==> config.mk <==
export PLATFORM = sky130hd
export DESIGN_NAME = dm_access_ctrl
export DESIGN_NICKNAME = d
export VERILOG_FILES = /design/src/rtl/dm_pkg.sv /design/src/rtl/dm_load_ext.sv /design/src/rtl/dm_access_ctrl.sv
export SDC_FILE = /design/constraint.sdc
export NUM_CORES = 1
export LEC_CHECK = 0
export BUFFER_PORTS_ARGS = -buffer_cell sky130_fd_sc_hd__buf_2
export CORE_ASPECT_RATIO = 0.6
export CORE_MARGIN = 5
export CORE_UTILIZATION = 54
export CTS_BUF_LIST = sky130_fd_sc_hd__clkbuf_8
export CTS_CLUSTER_DIAMETER = 60
export CTS_CLUSTER_SIZE = 24
export DETAILED_ROUTE_END_ITERATION = 6
export PLACE_DENSITY = 0.84
export SETUP_SLACK_MARGIN = 0.5
export SLEW_MARGIN = 20
export SYNTH_ARGS = -nofsm -noshare
export SYNTH_HDL_FRONTEND = slang
export SYNTH_SLANG_ARGS = --single-unit
==> constraint.sdc <==
create_clock -name clk -period 8.77 [get_ports clk]
set_input_delay 2.631 -clock clk [delete_from_list [all_inputs] [get_ports clk]]
set_output_delay 2.631 -clock clk [all_outputs]
set_load 0.03 [all_outputs]
==> src/rtl/dm_pkg.sv <==
// Shared opcode encoding, FSM states and store-side lane helpers for the
// data-memory access controller.
package dm_pkg;

    localparam logic [3:0] OP_NONE = 4'd0;
    localparam logic [3:0] OP_LW   = 4'd1;
    localparam logic [3:0] OP_LH   = 4'd2;
    localparam logic [3:0] OP_LHU  = 4'd3;
    localparam logic [3:0] OP_LB   = 4'd4;
    localparam logic [3:0] OP_LBU  = 4'd5;
    localparam logic [3:0] OP_SW   = 4'd6;
    localparam logic [3:0] OP_SH   = 4'd7;
    localparam logic [3:0] OP_SB   = 4'd8;

    typedef enum logic [1:0] {
        ST_IDLE = 2'd0,
        ST_REQ  = 2'd1,
        ST_DONE = 2'd2
    } state_t;

    function automatic logic is_load(input logic [3:0] op);
        return (op >= OP_LW) && (op <= OP_LBU);
    endfunction

    function automatic logic is_store(input logic [3:0] op);
        return (op >= OP_SW) && (op <= OP_SB);
    endfunction

    function automatic logic misaligned(input logic [3:0] op, input logic [1:0] addr_lo);
        case (op)
            OP_LW, OP_SW:         return addr_lo != 2'b00;
            OP_LH, OP_LHU, OP_SH: return addr_lo[0];
            default:              return 1'b0;
        endcase
    endfunction

    function automatic logic [3:0] be_gen(input logic [3:0] op, input logic [1:0] addr_lo);
        case (op)
            OP_SW:   return 4'b1111;
            OP_SH:   return addr_lo[1] ? 4'b1100 : 4'b0011;
            OP_SB:   return 4'b0001 << addr_lo;
            default: return 4'b0000;
        endcase
    endfunction

    function automatic logic [31:0] wdata_rep(input logic [3:0] op, input logic [31:0] wdata);
        case (op)
            OP_SW:   return wdata;
            OP_SH:   return {2{wdata[15:0]}};
            OP_SB:   return {4{wdata[7:0]}};
            default: return 32'h0;
        endcase
    endfunction

endpackage

==> src/rtl/dm_load_ext.sv <==
// Selects the addressed byte/halfword from a memory word and sign- or
// zero-extends it according to the load opcode.
module dm_load_ext
    import dm_pkg::*;
(
    input  logic [3:0]  op,
    input  logic [1:0]  addr_lo,
    input  logic [31:0] word,
    output logic [31:0] result
);

    logic [7:0]  byte_sel;
    logic [15:0] half_sel;

    always_comb begin
        byte_sel = word[8*addr_lo +: 8];
        half_sel = addr_lo[1] ? word[31:16] : word[15:0];
        case (op)
            OP_LB:   result = {{24{byte_sel[7]}}, byte_sel};
            OP_LBU:  result = {24'h0, byte_sel};
            OP_LH:   result = {{16{half_sel[15]}}, half_sel};
            OP_LHU:  result = {16'h0, half_sel};
            default: result = word;
        endcase
    end

endmodule

==> src/rtl/dm_access_ctrl.sv <==
// MEM-stage initiator: validates one load/store, runs a req/ack handshake
// to the word-addressed data memory and returns the extended load result.
module dm_access_ctrl
    import dm_pkg::*;
#(
    parameter int MEM_BYTES = 12288
) (
    input  logic        clk,
    input  logic        reset,
    input  logic        op_valid,
    input  logic [3:0]  op,
    input  logic [31:0] addr,
    input  logic [31:0] wdata,
    input  logic [31:0] pc,
    output logic        stall,
    output logic [31:0] rdata,
    output logic        rdata_valid,
    output logic        exc_adel,
    output logic        exc_ades,
    output logic        m_req,
    output logic        m_we,
    output logic [31:0] m_addr,
    output logic [3:0]  m_byteen,
    output logic [31:0] m_wdata,
    output logic [31:0] m_pc,
    input  logic        m_ack,
    input  logic [31:0] m_rdata
);

    localparam logic [31:0] MEM_LIMIT = 32'(MEM_BYTES);

    state_t      state_q, state_d;
    logic [31:0] addr_q, addr_d;
    logic [3:0]  byteen_q, byteen_d;
    logic [31:0] wdata_q, wdata_d;
    logic [31:0] pc_q, pc_d;
    logic        we_q, we_d;
    logic        req_q, req_d;
    logic [3:0]  op_q, op_d;
    logic [31:0] word_q, word_d;
    logic        rdata_valid_q, rdata_valid_d;

    logic bad_addr;
    logic accept;

    always_comb begin
        bad_addr = misaligned(op, addr[1:0]) || (addr >= MEM_LIMIT);
        exc_adel = op_valid && is_load(op) && bad_addr;
        exc_ades = op_valid && is_store(op) && bad_addr;
        // Gated by reset so that stall drops the instant reset is asserted.
        accept   = reset && op_valid && (is_load(op) || is_store(op)) && !bad_addr
                   && (state_q == ST_IDLE);
        stall    = accept || (state_q == ST_REQ);
    end

    always_comb begin
        state_d       = state_q;
        addr_d        = addr_q;
        byteen_d      = byteen_q;
        wdata_d       = wdata_q;
        pc_d          = pc_q;
        we_d          = we_q;
        req_d         = req_q;
        op_d          = op_q;
        word_d        = word_q;
        rdata_valid_d = 1'b0;
        case (state_q)
            ST_IDLE: begin
                if (accept) begin
                    state_d  = ST_REQ;
                    addr_d   = addr;
                    byteen_d = be_gen(op, addr[1:0]);
                    wdata_d  = wdata_rep(op, wdata);
                    pc_d     = pc;
                    we_d     = is_store(op);
                    op_d     = op;
                    req_d    = 1'b1;
                end
            end
            ST_REQ: begin
                if (m_ack) begin
                    state_d       = ST_DONE;
                    word_d        = m_rdata;
                    req_d         = 1'b0;
                    rdata_valid_d = !we_q;
                end
            end
            ST_DONE: state_d = ST_IDLE;
            default: state_d = ST_IDLE;
        endcase
    end

    always_ff @(posedge clk or negedge reset) begin
        if (!reset) begin
            state_q       <= ST_IDLE;
            addr_q        <= 32'h0;
            byteen_q      <= 4'b0000;
            wdata_q       <= 32'h0;
            pc_q          <= 32'h0;
            we_q          <= 1'b0;
            req_q         <= 1'b0;
            op_q          <= OP_NONE;
            word_q        <= 32'h0;
            rdata_valid_q <= 1'b0;
        end else begin
            state_q       <= state_d;
            addr_q        <= addr_d;
            byteen_q      <= byteen_d;
            wdata_q       <= wdata_d;
            pc_q          <= pc_d;
            we_q          <= we_d;
            req_q         <= req_d;
            op_q          <= op_d;
            word_q        <= word_d;
            rdata_valid_q <= rdata_valid_d;
        end
    end

    dm_load_ext u_load_ext (
        .op      (op_q),
        .addr_lo (addr_q[1:0]),
        .word    (word_q),
        .result  (rdata)
    );

    assign rdata_valid = rdata_valid_q;
    assign m_req       = req_q;
    assign m_we        = we_q;
    assign m_addr      = {addr_q[31:2], 2'b00};
    assign m_byteen    = byteen_q;
    assign m_wdata     = wdata_q;
    assign m_pc        = pc_q;

endmodule

Word level (Yosys, flattened, before mapping)
Index checks and enable logic that the tools add are counted.
{"block": "word_totals", "ff_bits": 141, "input_bits": 136, "elab_cells": 68}
{"block": "op_classes", "order_cmp": 5, "n_eq_ne": 13, "shifts": 2, "n_mux": 14, "reduce_logical": 24}
{"operator": "one-hot mux 32 bit (4 select lines)", "count": 1}
{"operator": "one-hot mux 32 bit (3 select lines)", "count": 1}
{"operator": "greater-or-equal comparator 32 x 14 -> 1 bit, second input constant", "count": 1}
{"operator": "variable part select 32 x 6 -> 8 bit", "count": 1}
{"operator": "== test 4 x 2 -> 1 bit, second input constant", "count": 4}
{"operator": "== test 4 x 3 -> 1 bit, second input constant", "count": 4}
{"operator": "two-way mux 16 bit", "count": 1}
{"operator": "one-hot mux 4 bit (3 select lines)", "count": 1}
{"operator": "logical AND 1 bit", "count": 10}
{"operator": "AND reduction 2 bit", "count": 3}
{"operator": "== test 4 x 1 -> 1 bit, second input constant", "count": 1}
{"operator": "== test 4 bit, second input constant", "count": 1}
{"operator": "greater-or-equal comparator 4 x 1 -> 1 bit, second input constant", "count": 1}
{"operator": "greater-or-equal comparator 4 x 3 -> 1 bit, second input constant", "count": 1}
{"operator": "less-or-equal comparator 4 x 3 -> 1 bit, second input constant", "count": 1}
{"operator": "less-or-equal comparator 4 bit, second input constant", "count": 1}
{"operator": "two-way mux 1 bit", "count": 4}
{"operator": "two-way mux 2 bit", "count": 2}
{"operator": "two-way mux 4 bit", "count": 1}
{"operator": "!= test 2 bit, second input constant", "count": 2}
{"operator": "one-hot mux 1 bit (2 select lines)", "count": 2}
{"operator": "one-hot mux 2 bit (2 select lines)", "count": 1}
{"operator": "nonzero test 2 bit", "count": 2}
{"operator": "left shift 1 x 2 -> 4 bit, first input constant", "count": 1}
{"operator": "7 further kinds", "count": 10}

Logic depth before layout (Yosys ltp)
Gate-level depths: netlist (run 1).
{"block": "depth", "depth_word": 9, "ltp_mapped": 8, "mapped_depth_nobuf": 5}

By module
Synthesis (run 1) repeated with hierarchy kept, for this count alone.
{"block": "unflattened", "cells_unflattened": 611, "area_unflattened_um2": 7104.3}
{"module": "dm_access_ctrl", "n_inst": 1, "cells_each": 528, "area_per_inst_um2": 6498.7}
{"module": "dm_load_ext", "n_inst": 1, "cells_each": 83, "area_per_inst_um2": 605.6}

Least setup slack after synthesis (run 1)
OpenSTA, ideal clock, no wires.
{"block": "synth_timing", "path_kind": "input to output", "from": "in addr[26]", "to": "out stall", "arrival_time_ns": 4.107, "slack_ns": 2.032, "cell_stages": 6, "path_buffers": 1, "path_cell_list": "nor4_1 > nand2_1 > a2111oi_4 > nand4_4 > clkbuf_1 > nand2_1"}
{"block": "synth_via", "elab_chain_len": 6}
{"item": "start: declaration", "line_no": "dm_access_ctrl.sv:12", "rtl": "input logic [31:0] addr,"}
{"item": "greater-or-equal comparator 32 x 14 -> 1 bit", "line_no": "dm_access_ctrl.sv:47", "rtl": "bad_addr = misaligned(op, addr[1:0]) || (addr >= MEM_LIMIT);"}
{"item": "logical OR 1 bit", "line_no": "dm_access_ctrl.sv:47"}
{"item": "zero test 1 bit", "line_no": "dm_access_ctrl.sv:51", "rtl": "accept = reset && op_valid && (is_load(op) || is_store(op)) && !bad_addr"}
{"item": "logical AND 1 bit", "line_no": "dm_access_ctrl.sv:51"}
{"item": "logical AND 1 bit", "line_no": "dm_access_ctrl.sv:52", "rtl": "&& (state_q == ST_IDLE);"}
{"item": "logical OR 1 bit", "line_no": "dm_access_ctrl.sv:53", "rtl": "stall = accept || (state_q == ST_REQ);"}
{"item": "end: declaration", "line_no": "dm_access_ctrl.sv:15", "rtl": "output logic stall,"}
No other way between the ends.

Worst setup path in the final report (run 1)
{"block": "layout_timing", "from": "in op[0]", "to": "out stall"}
{"block": "layout_via", "elab_chain_len": 8, "elab_cells_between_ends": 21, "classes_between": "order compare (4); eq/ne (5); mux (1); reduce/logical (11)"}
{"item": "start: declaration", "line_no": "dm_access_ctrl.sv:11", "rtl": "input logic [3:0] op,"}
{"item": "== test 4 x 3 -> 1 bit (tied with other cells)", "line_no": "dm_pkg.sv:30", "rtl": "case (op)"}
{"item": "OR reduction 3 bit / OR reduction 2 bit (equally long branches)", "line_no": "dm_pkg.sv:30"}
{"item": "one-hot mux 1 bit (2 select lines)", "line_no": "dm_pkg.sv:30"}
{"item": "logical OR 1 bit", "line_no": "dm_access_ctrl.sv:47"}
{"item": "zero test 1 bit", "line_no": "dm_access_ctrl.sv:51"}
{"item": "logical AND 1 bit *", "line_no": "dm_access_ctrl.sv:51"}
{"item": "logical AND 1 bit *", "line_no": "dm_access_ctrl.sv:52"}
{"item": "logical OR 1 bit *", "line_no": "dm_access_ctrl.sv:53"}
Every way passes the cells marked *; elsewhere a longest branch is shown, timed or not.

==> run_results.csv, run 1 <==
group,metric,value,unit
cells_and_area,fillers,962,
worst_setup_path,crit_path_max_fanout,32,
clock_tree,numClockSinks,141,
yosys,synth_fa_ha_area_share,0,%
yosys,synth_top_family_by_area,"multiplexers",
global_route,grt_max_degree,92,
detailed_routing,wire_per_inst,17.47,um
power,peakVddDrop,89.15,uV
detailed_routing,postRouteAntennaNets,0,
timing,timing.hold.ws,467.9,ps
detailed_routing,avgViaCountPerCell,5.300,
yosys,netlist_area,0.006711,mm2
power,leakagePower,4.981,nW
cells_and_area,register_area,0.003528,mm2
yosys,synthMuxAreaShare,14.91,%
power,p_total,1.372,mW
min_path,hp-class,"reg2reg",
place,globalplace.congestion,0.9606,
run_status,outcome,"finished clean",
cells_and_area,final_nets,985,
yosys,netlist_instances,617,
power,power-per-cell-area,164.4,mW/mm2
die,num_rows,31,
cells_and_area,layout-drive-gt1-share,41.46,%
place,dp.cells,995,
global_route,grt-ovfl-total,0,
clock_tree,root_buffer,"clkbuf_8",
timing,min_period,6871,ps
cells_and_area,fin_cells,1026,
clock_tree,cts-buffers-inserted,17,
yosys,synthDistinctLibCells,48,
die,die_w,153.9,um
global_route,first_global_vias,5258,
place,port_buffers,271,
timing,skew,9.596,ps
clock_tree,cts_resized,0,
timing,hold_viol_final,0,
cells_and_area,multi_input_area,0.002700,mm2
detailed_routing,drc_errors,0,
worst_setup_path,crit_required,6140,ps
yosys,syn_avg_cell_area,10.88,um2
yosys,yosys.area_share.simple,13.11,%
die,dieArea,0.01483,mm2
die,initial_utilization,55.46,%
clock_tree,clk_pin_slew,70,ps
timing,fin_crit_sh,78.34,%
die,io_pins,274,
cells_and_area,antenna_cells,0,
yosys,synth-compound-area-share,11.91,%
detailed_routing,vias,5438,
timing,max_freq,145.5,MHz
timing,worst_pin_slew,961.3,ps
worst_setup_path,cp.arrival,4240,ps
flow_run,cap_violations,0,
clock_tree,post_cts_buffers,0,
die,core_area,0.01210,mm2
yosys,seq_area_frac_synth,52.57,%
worst_setup_path,path_class,"in2out",
yosys,synth_edf_count,0,
timing,final-setup-viol-count,0,
detailed_routing,wl,17.93,mm
clock_tree,cts_tree,"yes",
yosys,synth-xor-area-share,0,%
detailed_routing,drt_pass1_iterations,4,
yosys,yosys_warnings,0,
place,hpwl,13.55,mm
timing,maxSlewHeadroom,35.52,%
global_route,antenna_found_initial,0,
yosys,yosys_register_bits,141,
worst_setup_path,worstSetupEndpointType,"output pin",
clock_tree,clock_latency,430,ps
die,fp.dieH,96.36,um
clock_tree,cts-htree-levels,4,
cells_and_area,syn_to_final_growth,24.37,%
detailed_routing,drtIter0Drc,381,
timing,setup_tns,0,ps
worst_setup_path,critPathLaunchType,"input port",
timing,rsz0062_at_grt,"no",
yosys,synth_ff_type,"dfrtp_1",
global_route,gr-usage-all-layers,23.93,%
clock_tree,cts-hold-fix-buffers,0,
clock_tree,clockBufferDepth,2,
global_route,grt_first_pass_wirelength,27.69,mm
yosys,postSynth.asyncResetShare,100.0,%
timing,drv_slew,0,
worst max-delay path: stages:
cell	delay, ps
buf_2	400
o21ai_1	200
a2111oi_4	440
nand4_4	210
nand2_1	150
buf_2	200
metrics by stage:
stage | cell area [um2] | setup slack (ps) | util, %
3_3_place_gp | 7918 | 1939 | 65.43
3_5_place_dp | 7918 | 1900 | 65.43
2_1_floorplan | 6715 | 2032 | -
4_1_cts | 8347 | 1891 | 68.97
5_1_grt | 8347 | 1692 | 68.97
6_report | 8347 | 1899 | 68.97
cells in the mapped netlist (2+ instances only):
library cell	number	area (um2)
inv_1	13	48.80
nor4_1	4	25.02
nand3_1	3	15.01
o22ai_1	9	56.30
nor2_1	24	90.09
o21ai_0	6	30.03
a22o_1	13	113.9
a22oi_1	2	15.01
buf_6	9	101.4
nand2_1	124	465.5
a211oi_1	7	52.55
a221o_1	8	80.08
clkbuf_1	24	90.09
o21a_1	6	45.04
a31oi_1	4	25.02
dfrtp_1	141	3528
a221oi_1	9	78.83
o21ai_1	3	15.01
a21oi_1	17	85.08
or2_2	4	25.02
nand2b_1	5	31.28
mux2i_1	10	100.1
mux2_1	39	439.2
and2_1	18	112.6
nor3_1	3	15.01
mux2_2	39	439.2
buf_4	32	240.2
a21o_1	19	142.6
buf_2	3	15.01
sequential cells by signal, indices dropped and copies added, names as in the netlist:
register,flops
addr_q,32
m_byteen,4
m_pc,32
m_req,1
m_wdata,32
m_we,1
op_q,4
rdata_valid,1
state_q,2
word_q,32
final cells by class:
| class | instances | area share (%) |
|---|---|---|
| clock buffers | 17 | 2.803 |
| clock inverters | 14 | 2.338 |
| inverters | 14 | 0.6296 |
| multi-input cells | 395 | 32.35 |
| flip-flops and latches | 141 | 42.27 |
| well taps | 165 | 2.473 |
| repair buffers | 280 | 17.13 |
cell families (layout without fill, tap and decap cells):
logic type,after synthesis,count (layout)
muxes,89,89
and+or+nand+nor,196,196
DFF,141,141
other,1,2
AOI/OAI and AO/OA,108,108
buffers and inverters,82,325
routing by layer:
metal | up-vias | track usage (%) | wire (um)
li1 | 2570 | - | -
met1 | 2615 | 35.18 | 8275
met2 | 237 | 34.73 | 8072
met3 | 16 | 7.098 | 1373
met4 | 0 | 6.466 | 205
met5 | - | 0 | 0
report_power, final:
group	switching (mW)	internal [mW]	leakage, nW
Clock	0.249	0.310	0.216
Combinational	0.0826	0.0528	2.87
Sequential	0.0159	0.662	1.90
worst paths after layout:
path / slack, ps / cells past startpoint / startpoint / end
setup reg to reg: 6430 / 5 / state_q[0] / addr_q[13]
setup / recovery: 1900 / 6 / op[0] / stall
hold reg to reg: 470 / 1 / m_we / rdata_valid
hold / removal: 470 / 1 / m_we / rdata_valid
max in group asynchronous: 5290 / 2 / reset / addr_q[0]
min in group asynchronous: 2260 / 1 / reset / word_q[4]
layout by cell type, fill, tap and decap left out, types with 3 or more instances in the layout:
cell type / count
buf_2: 270
dfrtp_1: 141
nand2_1: 124
mux2_1: 39
mux2_2: 39
nor2_1: 24
a21o_1: 19
and2_1: 18
a21oi_1: 17
clkbuf_8: 17
inv_1: 15
a22o_1: 13
mux2i_1: 10
o22ai_1: 9
a221oi_1: 9
buf_4: 9
a221o_1: 8
a211oi_1: 7
o21a_1: 6
o21ai_0: 6
nand2b_1: 5
a31oi_1: 4
or2_2: 4
nor4_1: 4
bufinv_16: 4
nor3_1: 3
o21ai_1: 3
nand3_1: 3
clkinv_4: 3
inv_6: 3
(Power assumes the default switching activity.)
==> run 2, diff against run 1 <==
--- a/config.mk
+++ b/config.mk
@@ -5,15 +5,16 @@
 export SDC_FILE = /design/constraint.sdc
 export NUM_CORES = 1
 export LEC_CHECK = 0
+export ABC_AREA = 1
 export BUFFER_PORTS_ARGS = -buffer_cell sky130_fd_sc_hd__buf_2
 export CORE_ASPECT_RATIO = 0.6
 export CORE_MARGIN = 5
-export CORE_UTILIZATION = 54
+export CORE_UTILIZATION = 46
 export CTS_BUF_LIST = sky130_fd_sc_hd__clkbuf_8
 export CTS_CLUSTER_DIAMETER = 60
 export CTS_CLUSTER_SIZE = 24
 export DETAILED_ROUTE_END_ITERATION = 6
-export PLACE_DENSITY = 0.84
+export PLACE_DENSITY = 0.75
 export SETUP_SLACK_MARGIN = 0.5
 export SLEW_MARGIN = 20
 export SYNTH_ARGS = -nofsm -noshare
==> constraint.sdc (replaced) <==
create_clock -name clk -period 5.85 [get_ports clk]
set_input_delay 1.755 -clock clk [delete_from_list [all_inputs] [get_ports clk]]
set_output_delay 1.755 -clock clk [all_outputs]
set_load 0.03 [all_outputs]
==> run 2 against run 1 <==
Effect of this change:
- die area rose by 21%
- largest cell class unchanged
- critical endpoint is now rdata[6]
- synthesized cell count rose by 52%
- core utilization fell by 12 points
- count of clock-buffer cells in the layout did not move
- clock skew rose by 8.1 ps
- global-route usage rose by 0.43 points
- wire length rose by 25%
==> run_results.csv, run 2 <==
group,metric,value,unit
yosys,seq_area_frac_synth,49.95,%
die,num_rows,35,
timing,maxSlewHeadroom,46.08,%
die,io_pins,274,
flow_run,cap_violations,0,
timing,fin_crit_sh,84.19,%
power,peakVddDrop,116.2,uV
die,core_area,0.01520,mm2
power,combPwrFrac,11.9,%
yosys,netlist_area,0.007064,mm2
yosys,netlist_top_cells_count,"nand2_1 (370), dfrtp_1 (141), nand3_1 (129)",
detailed_routing,avgViaCountPerCell,5.230,
yosys,yosysTopAreaCell,"dfrtp_1",
power,power.internal,1.382,mW
power,power-per-cell-area,229.2,mW/mm2
timing,timing.hold.ws,469.8,ps
yosys,synth.most_common_cell,"nand2_1",
clock_tree,clockBufferDepth,2,
worst_setup_path,crit_path_cell_trace,"nor2_1 -> nand2_1 -> nand2_1 -> inv_2 -> o21ai_1 -> a21oi_1 -> nor2_1 -> buf_2",
detailed_routing,wl,22.45,mm
timing,min_period,4925,ps
power,leakagePower,5.299,nW
clock_tree,root_buffer,"clkbuf_8",
die,fp.dieH,106.0,um
power,p_seq_share,50.6,%
timing,final-setup-viol-count,0,
detailed_routing,postRouteAntennaNets,0,
worst_setup_path,path_buf_inv,2,
global_route,grt_max_degree,82,
yosys,postSynth.asyncResetShare,100.0,%
run_status,outcome,"finished clean",
clock_tree,cts-hold-fix-buffers,0,
yosys,synth_area_leaders,"dfrtp_1 (50%), nand2_1 (20%), nand3_1 (9.1%), nand4_1 (3.9%), buf_4 (3.5%)",
place,place_area,0.008322,mm2
worst_setup_path,crit_path_max_fanout,25,
detailed_routing,wire_per_inst,16.36,um
worst_setup_path,crit_required,4090,ps
min_path,hp-class,"reg2reg",
die,dieArea,0.01802,mm2
place,port_buffers,271,
detailed_routing,drt_pass1_iterations,5,
cells_and_area,fin_area,0.008693,mm2
power,switchingPower,610.5,uW
cells_and_area,final_nets,1291,
die,initial_utilization,46.49,%
global_route,gr-usage-all-layers,24.36,%
global_route,first_global_vias,6671,
yosys,yosys_register_bits,141,
yosys,yosys_warnings,0,
timing,setup_tns,0,ps
clock_tree,cts-buffers-inserted,17,
place,globalplace.congestion,0.9134,
global_route,grt_first_pass_wirelength,35.00,mm
timing,drv_slew,0,
yosys,netlist_instances,936,
die,die_w,170.0,um
worst_setup_path,path_class,"reg2out",
cells_and_area,fillers,1499,
clock_tree,clock_latency,450,ps
worst_setup_path,max_stage_delay,670,ps
yosys,synth_edf_count,0,
power,pwr-share-clk,37.5,%
timing,rsz0062_at_grt,"no",
worst_setup_path,cp.arrival,3170,ps
yosys,syn_avg_cell_area,7.547,um2
clock_tree,clk_pin_slew,90,ps
place,dp.cells,1339,
cells_and_area,final_cell_mix,"nand2_1 (370), buf_2 (270), dfrtp_1 (141)",
detailed_routing,vias,7175,
worst_setup_path,cp_slowest_cell,"o21ai_1",
clock_tree,cts-htree-levels,4,
clock_tree,cts_resized,0,
cells_and_area,fin_cells,1372,
clock_tree,numClockSinks,141,
cells_and_area,mostFrequentLayoutCell,"nand2_1",
cells_and_area,layout-drive-gt1-share,28.51,%
worst_setup_path,critPathLaunchType,"flip-flop",
power,switching_share,30.65,%
timing,worst_pin_slew,806.9,ps
timing,max_freq,203.0,MHz
yosys,synth_ff_type,"dfrtp_1",
timing,skew,17.69,ps
detailed_routing,drc_errors,0,
timing,hold_viol_final,0,
cells_and_area,syn_to_final_growth,23.06,%
detailed_routing,drtIter0Drc,789,
global_route,grt-ovfl-total,0,
clock_tree,post_cts_buffers,0,
worst_setup_path,worstSetupEndpointType,"output pin",
place,hpwl,15.99,mm
worst_setup_path,cp_top_family,"simple AND/OR/NAND/NOR gates",
yosys,yosys.area.top_type_share,49.95,%
clock_tree,cts_tree,"yes",
global_route,antenna_found_initial,2,
yosys,synthDistinctLibCells,25,
-- run 2: tightest hold or removal path: stages (launching register included) --
cell and delay, ps:
dfrtp_1 350, nand2_1 50, nand2_1 50
-- run 2: cell families (layout without fill, tap and decap cells) --
kind of cell | after synthesis | in the layout | synth area share, %
and+or+nand+nor | 615 | 615 | 37.09
DFF | 141 | 141 | 49.95
buffers and inverters | 133 | 364 | 9.175
AOI/OAI and AO/OA | 46 | 46 | 3.737
other | 1 | 3 | 0.05308
-- run 2: final cells by class --
| type | count | area [um2] | area share [%] |
|---|---|---|---|
| Clock buffer | 17 | 234.0 | 2.691 |
| Sequential cell | 141 | 3528 | 40.59 |
| Timing Repair Buffer | 284 | 1464 | 16.84 |
| Clock inverter | 15 | 131.4 | 1.511 |
| Multi-Input combinational cell | 663 | 2899 | 33.35 |
| Tap cell | 203 | 254.0 | 2.922 |
| Antenna cell | 1 | 2.502 | 0.02879 |
| Inverter | 48 | 180.2 | 2.073 |
-- run 2: power groups by stage --
stage                     Sequential (mW)  Combinational, mW  Clock, mW
final                                1.01              0.238      0.747
after global routing                 1.01              0.262      0.804
after CTS                            1.01              0.238      0.767
after detailed placement             1.03              0.237          0
after global placement               1.03              0.235          0
after floorplan                      1.02              0.125          0
-- run 2: final timing paths --
| kind | start | endpoint | slack [ps] | cells past startpoint |
|---|---|---|---|---|
| max in group asynchronous | reset | word_q[12] | 3420 | 2 |
| min in group asynchronous | reset | addr_q[9] | 1280 | 1 |
| min reg2reg | m_pc[4] | m_pc[4] | 470 | 2 |
| min | m_pc[4] | m_pc[4] | 470 | 2 |
| max | op_q[3] | rdata[6] | 920 | 8 |
| max reg2reg | state_q[1] | addr_q[26] | 3380 | 9 |
-- run 2: stage by stage --
stage | setup WS (ps) | util (%) | power [mW]
finish | 924.6 | 57.21 | 1.992
floorplan | 1174 | - | 1.148
detailed placement | 1121 | 54.76 | 1.263
global route | 652.9 | 57.21 | 2.076
CTS | 982.0 | 57.17 | 2.011
global placement | 1137 | 54.76 | 1.260
-- run 2: routing by layer --
layer / wire, um / vias to the layer above / GRT usage, %
met3: 2213 / 33 / 6.243
met2: 9897 / 336 / 35.57
met1: 10040 / 3377 / 36.03
li1: - / 3427 / -
met4: 280 / 2 / 6.439
met5: 13 / - / 0
